[config.mk]
export PLATFORM = sky130hd
export DESIGN_NAME = request_unit
export DESIGN_NICKNAME = d
export VERILOG_FILES = /design/src/rtl/request_unit.sv
export SDC_FILE = /design/constraint.sdc
export NUM_CORES = 1
export LEC_CHECK = 0
export ABC_CLOCK_PERIOD_IN_PS = 3840
export CAP_MARGIN = 20
export CORE_MARGIN = 4
export CORE_UTILIZATION = 60
export DETAILED_ROUTE_END_ITERATION = 8
export DONT_BUFFER_PORTS = 1
export PLACE_DENSITY = 0.76
export RECOVER_POWER = 25
export SLEW_MARGIN = 20
export SYNTH_ARGS = -nofsm -noshare
export SYNTH_HDL_FRONTEND = slang
export SYNTH_SLANG_ARGS = --single-unit
[constraint.sdc]
create_clock -name CLK -period 3.84 [get_ports CLK]
set_input_delay 0.576 -clock CLK [delete_from_list [all_inputs] [get_ports CLK]]
set_output_delay 0.576 -clock CLK [all_outputs]
set_load 0.05 [all_outputs]
[src/rtl/request_unit.sv]
// Instruction/data request sequencer: fetches one instruction, issues its data access,
// then strobes pc_en. Also counts retired instructions and memory stall cycles.
module request_unit #(
    parameter int unsigned CNT_W = 32
) (
    input  logic             CLK,
    input  logic             nRST,
    input  logic             ihit,
    input  logic [31:0]      imemload,
    input  logic             dhit,
    input  logic             dread,
    input  logic             dwrite,
    input  logic             halt_in,
    output logic             imemREN,
    output logic             dmemREN,
    output logic             dmemWEN,
    output logic [31:0]      instr,
    output logic             pc_en,
    output logic             halted,
    output logic [CNT_W-1:0] instr_count,
    output logic [CNT_W-1:0] stall_count
);

    typedef enum logic [2:0] {
        IDLE,
        FETCH,
        EXEC,
        DATA,
        HALT
    } state_t;

    state_t state, next_state;
    logic   wr_pend;
    logic   fetch_hit;
    logic   start_data;
    logic   retire;
    logic   stall;

    always_ff @(posedge CLK) begin
        if (!nRST) begin
            state       <= IDLE;
            instr       <= '0;
            wr_pend     <= 1'b0;
            instr_count <= '0;
            stall_count <= '0;
        end else begin
            state <= next_state;
            if (fetch_hit)
                instr <= imemload;
            // A combined read+write request is treated as a store.
            if (start_data)
                wr_pend <= dwrite;
            if (retire)
                instr_count <= instr_count + CNT_W'(1);
            if (stall)
                stall_count <= stall_count + CNT_W'(1);
        end
    end

    always_comb begin
        next_state = state;
        imemREN    = 1'b0;
        dmemREN    = 1'b0;
        dmemWEN    = 1'b0;
        halted     = 1'b0;
        fetch_hit  = 1'b0;
        start_data = 1'b0;
        retire     = 1'b0;
        stall      = 1'b0;
        case (state)
            IDLE: next_state = FETCH;
            FETCH: begin
                imemREN = 1'b1;
                if (ihit) begin
                    fetch_hit  = 1'b1;
                    next_state = EXEC;
                end else begin
                    stall = 1'b1;
                end
            end
            EXEC: begin
                if (halt_in) begin
                    next_state = HALT;
                end else if (dread || dwrite) begin
                    start_data = 1'b1;
                    next_state = DATA;
                end else begin
                    retire     = 1'b1;
                    next_state = FETCH;
                end
            end
            DATA: begin
                dmemWEN = wr_pend;
                dmemREN = !wr_pend;
                if (dhit) begin
                    retire     = 1'b1;
                    next_state = FETCH;
                end else begin
                    stall = 1'b1;
                end
            end
            HALT: halted = 1'b1;
            default: next_state = IDLE;
        endcase
        pc_en = retire;
    end

endmodule

# --- Yosys cells after proc, flatten, opt, wreduce, memory -nomap -nowiden ---
# Cells that the tools add are included.
totals:
  wordCells: 39
  mem_bits_ro: 0
  input_bits: 39
  memories: 0
  out_inout_bits: 101
  ram_bits: 0
  latch_bits: 0
  register_bits: 100
op_classes:
  mul: 0
  mux: 21
  n_div: 0
  shift: 0
  order_cmp: 0
  reduce_logical: 4
  add_sub_neg: 2
  n_bitwise: 1
  n_eq_ne: 6
ops:
  columns: ["op", "n"]
  rows:
  - ["$add 32x1->32 const B", 2]
  - ["$pmux 3 s5", 1]
  - ["$mux 1", 14]
  - ["$mux 3", 3]
  - ["$eq 3x2->1 const B", 2]
  - ["$ne 2x2->1 const B", 2]
  - ["$pmux 1 s2", 2]
  - ["$eq 3x1->1 const B", 1]
  - ["$eq 3x3->1 const B", 1]
  - ["$logic_not 3->1", 1]
  - ["$reduce_and 3->1", 1]
  - ["$mux 2", 1]
  - ["$logic_not 1->1", 1]
  - ["$logic_or 1x1->1", 1]
  - ["$not 1->1", 1]

# --- Longest topological paths before layout ---
# Gate-level depths: netlist of run 1.
depth:
  ltp_word: 4
  depth_mapped: 9

# --- Worst setup path after synthesis of run 1 ---
# No wires, ideal clock.
synth_path:
  kind: "reg-to-reg"
  startpoint: "register stall_count[4]"
  endpoint: "register stall_count[23]"
  slack_ns: 1.163
  required_ns: 3.770
  stages_incl_launch_ff: 8
  arrival_time_ns: 2.607
  setup_ns: 0.070
  path_cell_list: "dfxtp_1 -> nand4_1 -> or4_1 -> clkbuf_1 -> or4_1 -> buf_2 -> or3_1 -> a21oi_1"
synth_via:
  elab_chain_len: 1
synth_lines:
  columns: ["element", "line", "source"]
  rows:
  - ["start: declaration", "21", "output logic [CNT_W-1:0] stall_count"]
  - ["start signal: assignment", "56", "stall_count <= stall_count + CNT_W'(1);"]
  - ["$add 32x1->32", "56", null]
# Every way passes these cells.
# A chain may end at the register's enable or synchronous reset.

# --- Worst setup path in the final report of run 1 ---
layout_path:
  startpoint: "register stall_count[5]"
  endpoint: "register stall_count[28]"
# The elaborated chain is that of the path after synthesis.

==> out/metrics.cfg, run 1 <==
[status]
status = completed

[pwr]
peakVddDrop_mv = 0.232
p_per_area_mw_per_mm2 = 428
p_leak_nw = 1.46
power_mw = 1.96

[timing]
slew_headroom_pct = 3.40
max_slew.worst_pin.slew_ns = 1.45
finalCriticalPeriod_ns = 3.21
hold_viol = 0
setup_ws_ns = 0.626
fin_crit_sh_pct = 83.7
rsz0062_at_grt = no
holdWs_ns = 0.338
maxSlewViolCount = 0
setup_tns_ns = 0
fmax_mhz = 311
setup_violations = 0
skew_ns = 0.00960

[place]
pre_cts_ws_ns = 0.835
io_buffers = 0
dpl.hpwl_microns = 7120
gp_congestion = 0.823

[global_routing]
antenna_found_initial = 0
grt_overflow = 0
grt_pass1_wl_microns = 16500
grt_pass1_vias = 3352
grtUsageTotal_pct = 23.5
grt_max_degree = 37

[drt]
routed_via_density = 5.86
wl_per_cell_microns = 16.3
vias = 3636
wirelength_microns = 10100
drc_errors = 0
ant_nets = 0
drtIter0Drc = 157
dr.pass1.iters = 4

[synthesis]
yosysWarnings = 0
ys_types = 35
synth_edf_count = 0
syn_inst = 531
yosys.area.top_type = dfxtp_1
syn-num-nets = 572
ys_ff_latch = 100
synth.top_cell.area_share_pct = 46.4
synth_area_leaders = dfxtp_1 46%, nand2_1 8.0%, xnor2_1 6.7%
synth.most_common_cell = dfxtp_1
ys_seq_area_share_pct = 46.4
syn_avg_cell_area_sq_um = 8.12
async_flop_share_pct = 0
synth_flop_cell = dfxtp_1
netlist_area_sq_mm = 0.00431
ys_top_cells_by_count = 100 x dfxtp_1, 92 x nand2_1, 59 x nor2_1, 46 x a21oi_1, 33 x xnor2_1

[setup_path]
r2r_slack_ns = 0.63
cp_max_fo = 16
cp.arrival_ns = 3.50
crit_type = reg2reg
cp.required_ns = 4.13
start_kind = register
critPathCaptureType = register

[finish]
area_growth_pct = 6.15
drive_above_1_share_pct = 5.52
n_antenna_cell = 0
layout.nets = 561

[cts]
cts_resized = 0
h-tree-depth = 3
clk_pin_slew_ns = 0.10
cts_tree = yes
clkLatencyLatePin_ns = 0.35
postCtsHoldBufs = 0
cts_root_buf = clkbuf_8
clock_sinks = 100
cts_setup_buffers = 0
cts_made_buffers = 9
cts_buffer_depth = 2

[die]
core_area_sq_mm = 0.00687
die_height_microns = 92.8
fp-row-count = 30
ioPinCount = 140
initial_utilization_pct = 62.8
dieArea_sq_mm = 0.00861
die_w_microns = 92.8

[worst_hold_path]
hp-class = in2reg

[flow_run]
maxCapViolations = 0

## area by class of cell
class | count | area, sq um
Timing Repair Buffer | 9 | 52.6
Fill cell | 601 | 2290
Sequential cell | 100 | 2000
Multi-Input combinational cell | 389 | 2160
Clock buffer | 9 | 124
Inverter | 11 | 41.3
Tap cell | 96 | 120
Clock inverter | 7 | 81.3
## metrics by stage
stage	util (%)	area (sq um)	instances
CTS	66.9	4590	621
detailed placement	63.9	4390	605
global placement	63.9	4390	605
floorplan	-	4310	531
finish	66.6	4580	621
global route	66.6	4580	621
## flip-flops by register name (all words and copies together) (netlist names)
register and cells:
instr 32, instr_count 32, stall_count 32, state 3
wr_pend 1
## worst max-delay path, cell delays in order, from the launching register on
cell	delay, ns
dfxtp_1	0.31
clkbuf_1	0.58
nand4_1	0.25
or4_1	0.81
or4_1	0.68
or3_1	0.35
a21oi_1	0.15
## logic make-up (layout without fill, tap and decap cells)
family                   after synthesis  after routing  share of synthesized area, %
XOR/XNOR                              50             50                          10.2
multiplexers                           3              3                         0.841
buffers and inverters                 42             36                          3.74
AND/OR/NAND/NOR                      273            273                          30.8
AO/OA/AOI/OAI                         61             61                          7.40
adder cells (fa/ha/maj)                2              2                         0.580
flip-flops                           100            100                          46.4
## metal layers
| metal | vias up | wire length (microns) | GRT usage [%] |
|---|---|---|---|
| met4 | 0 | 176 | 9.65 |
| met5 | - | 0 | 0 |
| met3 | 17 | 723 | 6.90 |
| met2 | 118 | 5230 | 39.9 |
| li1 | 1785 | - | - |
| met1 | 1716 | 4000 | 27.5 |
## final timing paths
kind | cells after the start | startpoint | endpoint
setup / recovery | 6 | stall_count[5] | stall_count[28]
hold / removal | 1 | halt_in | state[0]
setup reg to reg | 6 | stall_count[5] | stall_count[28]
hold reg to reg | 2 | wr_pend | wr_pend
## cells in the final DEF (no fill, tap or decap), types with 2 or more instances in the layout
cell type,instances
nor4_1,13
buf_4,5
ha_1,2
and2_1,4
clkinv_4,2
nand2b_1,3
nand4b_1,2
nor2_1,59
nand4_1,20
xnor2_1,33
clkbuf_8,9
nand3_1,19
inv_6,2
or4_1,3
nor4b_1,3
a21oi_1,46
clkbuf_1,4
or3_1,14
nand2_1,92
dfxtp_1,100
nor3_1,15
nor3b_1,2
or2_2,2
o21ai_0,11
inv_1,10
and4_1,8
nor2b_1,2
and3_1,7
xor2_1,17
## report_power, final
part	internal (mW)	switching (mW)
Sequential	1.06	0.0998
Combinational	0.0307	0.0780
Clock	0.312	0.378
Total	1.40	0.556
No activity file was read; power rests on OpenSTA's default activity.
==> inputs of run 2 (changes only) <==
--- a/config.mk
+++ b/config.mk
@@ -5,13 +5,13 @@
 export SDC_FILE = /design/constraint.sdc
 export NUM_CORES = 1
 export LEC_CHECK = 0
-export ABC_CLOCK_PERIOD_IN_PS = 3840
+export ABC_CLOCK_PERIOD_IN_PS = 2800
 export CAP_MARGIN = 20
 export CORE_MARGIN = 4
-export CORE_UTILIZATION = 60
+export CORE_UTILIZATION = 57
 export DETAILED_ROUTE_END_ITERATION = 8
 export DONT_BUFFER_PORTS = 1
-export PLACE_DENSITY = 0.76
+export PLACE_DENSITY = 0.75
 export RECOVER_POWER = 25
 export SLEW_MARGIN = 20
 export SYNTH_ARGS = -nofsm -noshare
==> constraint.sdc (replaced) <==
create_clock -name CLK -period 2.8 [get_ports CLK]
set_input_delay 0.42 -clock CLK [delete_from_list [all_inputs] [get_ports CLK]]
set_output_delay 0.42 -clock CLK [all_outputs]
set_load 0.05 [all_outputs]
==> run 2 against run 1 <==
Against the previous run:
- final area increased by 4.7%
- register-to-register slack got worse by 0.35 ns
- via count increased by 5.0%
- final cell count increased by 8.9%
- count of clock-buffer cells in the layout increased by 1
- highest routed layer unchanged
==> out/metrics.cfg, run 2 (same netlist as run 1, synthesis figures left out) <==
[status]
status = completed

[pwr]
internal-power_mw = 1.84  ; +31%
pwr-share-seq_pct = 60.6  ; +1.4 points
p_leak_nw = 1.56  ; +6.2%
power_mw = 2.60  ; +33%
power.switching_mw = 0.759  ; +36%
peakVddDrop_mv = 0.323  ; +39%
p_per_area_mw_per_mm2 = 542  ; +27%
comb_power_share_pct = 6.8  ; +1.3 points
p_clk_share_pct = 32.6  ; -2.6 points
switching_share_pct = 29.2  ; +0.85 points

[setup_path]
cp.required_ns = 2.38  ; -1.75 ns
r2r_slack_ns = 0.28  ; -0.35 ns
start_kind = register
crit_type = reg2out
cp_max_fo = 14  ; -2
cp.arrival_ns = 2.13  ; -1.37 ns
critPathCaptureType = output port

[die]
core_area_sq_mm = 0.00729  ; +6.2%
dieArea_sq_mm = 0.00902  ; +4.8%
die_w_microns = 95.0  ; +2.4%
ioPinCount = 140  ; unchanged
initial_utilization_pct = 59.1  ; -3.6 points
die_height_microns = 95.0  ; +2.4%
fp-row-count = 31  ; +3.3%

[finish]
n_antenna_cell = 0  ; unchanged
final_cells = 676  ; +8.9%
layout.nets = 613  ; +9.3%
reg_top3 = instr (32), instr_count (32), stall_count (32)
layout.cells.most_common = dfxtp_1
area_growth_pct = 11.2
mostFrequentLayoutCells = 100 x dfxtp_1, 92 x nand2_1, 59 x nor2_1, 46 x a21oi_1, 44 x clkbuf_1
drive_above_1_share_pct = 6.93  ; +1.4 points

[cts]
postCtsHoldBufs = 0  ; unchanged
h-tree-depth = 3  ; unchanged
cts_tree = yes
cts_buffer_depth = 2  ; unchanged
cts_made_buffers = 9  ; unchanged
clkLatencyLatePin_ns = 0.36  ; about the same
clock_sinks = 100  ; unchanged
cts_root_buf = clkbuf_8
cts_resized = 0  ; unchanged
clk_pin_slew_ns = 0.10  ; about the same
cts_setup_buffers = 0  ; unchanged

[drt]
wirelength_microns = 10300  ; +2.0%
drc_errors = 0  ; unchanged
vias = 3817  ; +5.0%
met1Wirelength_microns = 4170  ; +4.2%
routed_via_density = 5.65  ; -3.6%
wl_met3_microns = 706  ; -2.4%
dr.pass1.iters = 4  ; unchanged
maxUsedRoutingLayer = met4
ant_nets = 0  ; unchanged
drtIter0Drc = 146  ; -7.0%
wl_met2_microns = 5300  ; +1.3%
wl_per_cell_microns = 15.3  ; -6.3%

[timing]
maxSlewViolCount = 0  ; unchanged
setup_ws_ns = 0.249  ; -0.377 ns
setup_tns_ns = 0  ; unchanged
slew_headroom_pct = 39.3  ; +36 points
max_slew.worst_pin.slew_ns = 0.905  ; -0.544 ns
finalCriticalPeriod_ns = 2.55
skew_ns = 0.0107  ; +0.00113 ns
rsz0062_at_grt = no
setup_violations = 0  ; unchanged
fin_crit_sh_pct = 91.1
hold_viol = 0  ; unchanged
fmax_mhz = 392

[place]
dpl.hpwl_microns = 7500  ; +5.2%
gp_congestion = 0.853  ; +3.7%
pre_cts_ws_ns = 0.332  ; -0.503 ns
io_buffers = 0  ; unchanged
dpl.cell_count = 660  ; +9.1%

[global_routing]
grt_pass1_vias = 3581  ; +6.8%
grt_overflow = 0  ; unchanged
grtUsageTotal_pct = 22.8  ; -0.63 points
antenna_found_initial = 0  ; unchanged
grt_max_degree = 53  ; +43%
grt_pass1_wl_microns = 16600  ; +0.13%

[flow_run]
maxCapViolations = 0  ; unchanged

[worst_hold_path]
hp-class = in2reg

## run 2: power by group through the flow
stage	clock network, mW	registers, mW	logic, mW
2_1_floorplan	0	1.61	0.127
3_3_place_gp	0	1.61	0.176
3_5_place_dp	0	1.61	0.182
4_1_cts	0.862	1.58	0.182
5_1_grt	0.925	1.58	0.196
6_report	0.846	1.57	0.177
## run 2: area by class of cell
| type | count | area (sq um) |
|---|---|---|
| clock inverters | 6 | 47.5 |
| inverters | 11 | 41.3 |
| well taps | 99 | 124 |
| flip-flops and latches | 100 | 2000 |
| repair buffers | 61 | 297 |
| fillers | 678 | 2500 |
| clock buffers | 10 | 128 |
| multi-input cells | 389 | 2150 |
## run 2: metal layers
layer	up-vias	GRT usage (%)
li1	1891	-
met1	1811	26.7
met2	103	39.9
met3	12	5.98
met4	0	8.65
met5	-	0
## run 2: final timing paths
path	start	cells after the start	to
worst min register to register	wr_pend	2	wr_pend
worst max register to register	stall_count[11]	6	stall_count[27]
worst min-delay path	halt_in	1	state[0]
worst max-delay path	state[1]	6	pc_en
## run 2: stage by stage
step / utilization, % / cell area [sq um] / hold slack (ns)
final: 65.7 / 4790 / 0.167
after global routing: 65.7 / 4790 / 0.157
after CTS: 68.0 / 4960 / 0.158
after detailed placement: 65.6 / 4780 / 0.548
after global placement: 65.6 / 4780 / 0.524
after floorplan: - / 4310 / 0.480
## run 2: worst max-delay path, stage by stage, from the launching register on
cell,delay [ns]
dfxtp_1,0.35
buf_4,0.17
nor4b_1,0.30
buf_4,0.19
a32oi_1,0.08
inv_1,0.38
buf_4,0.29
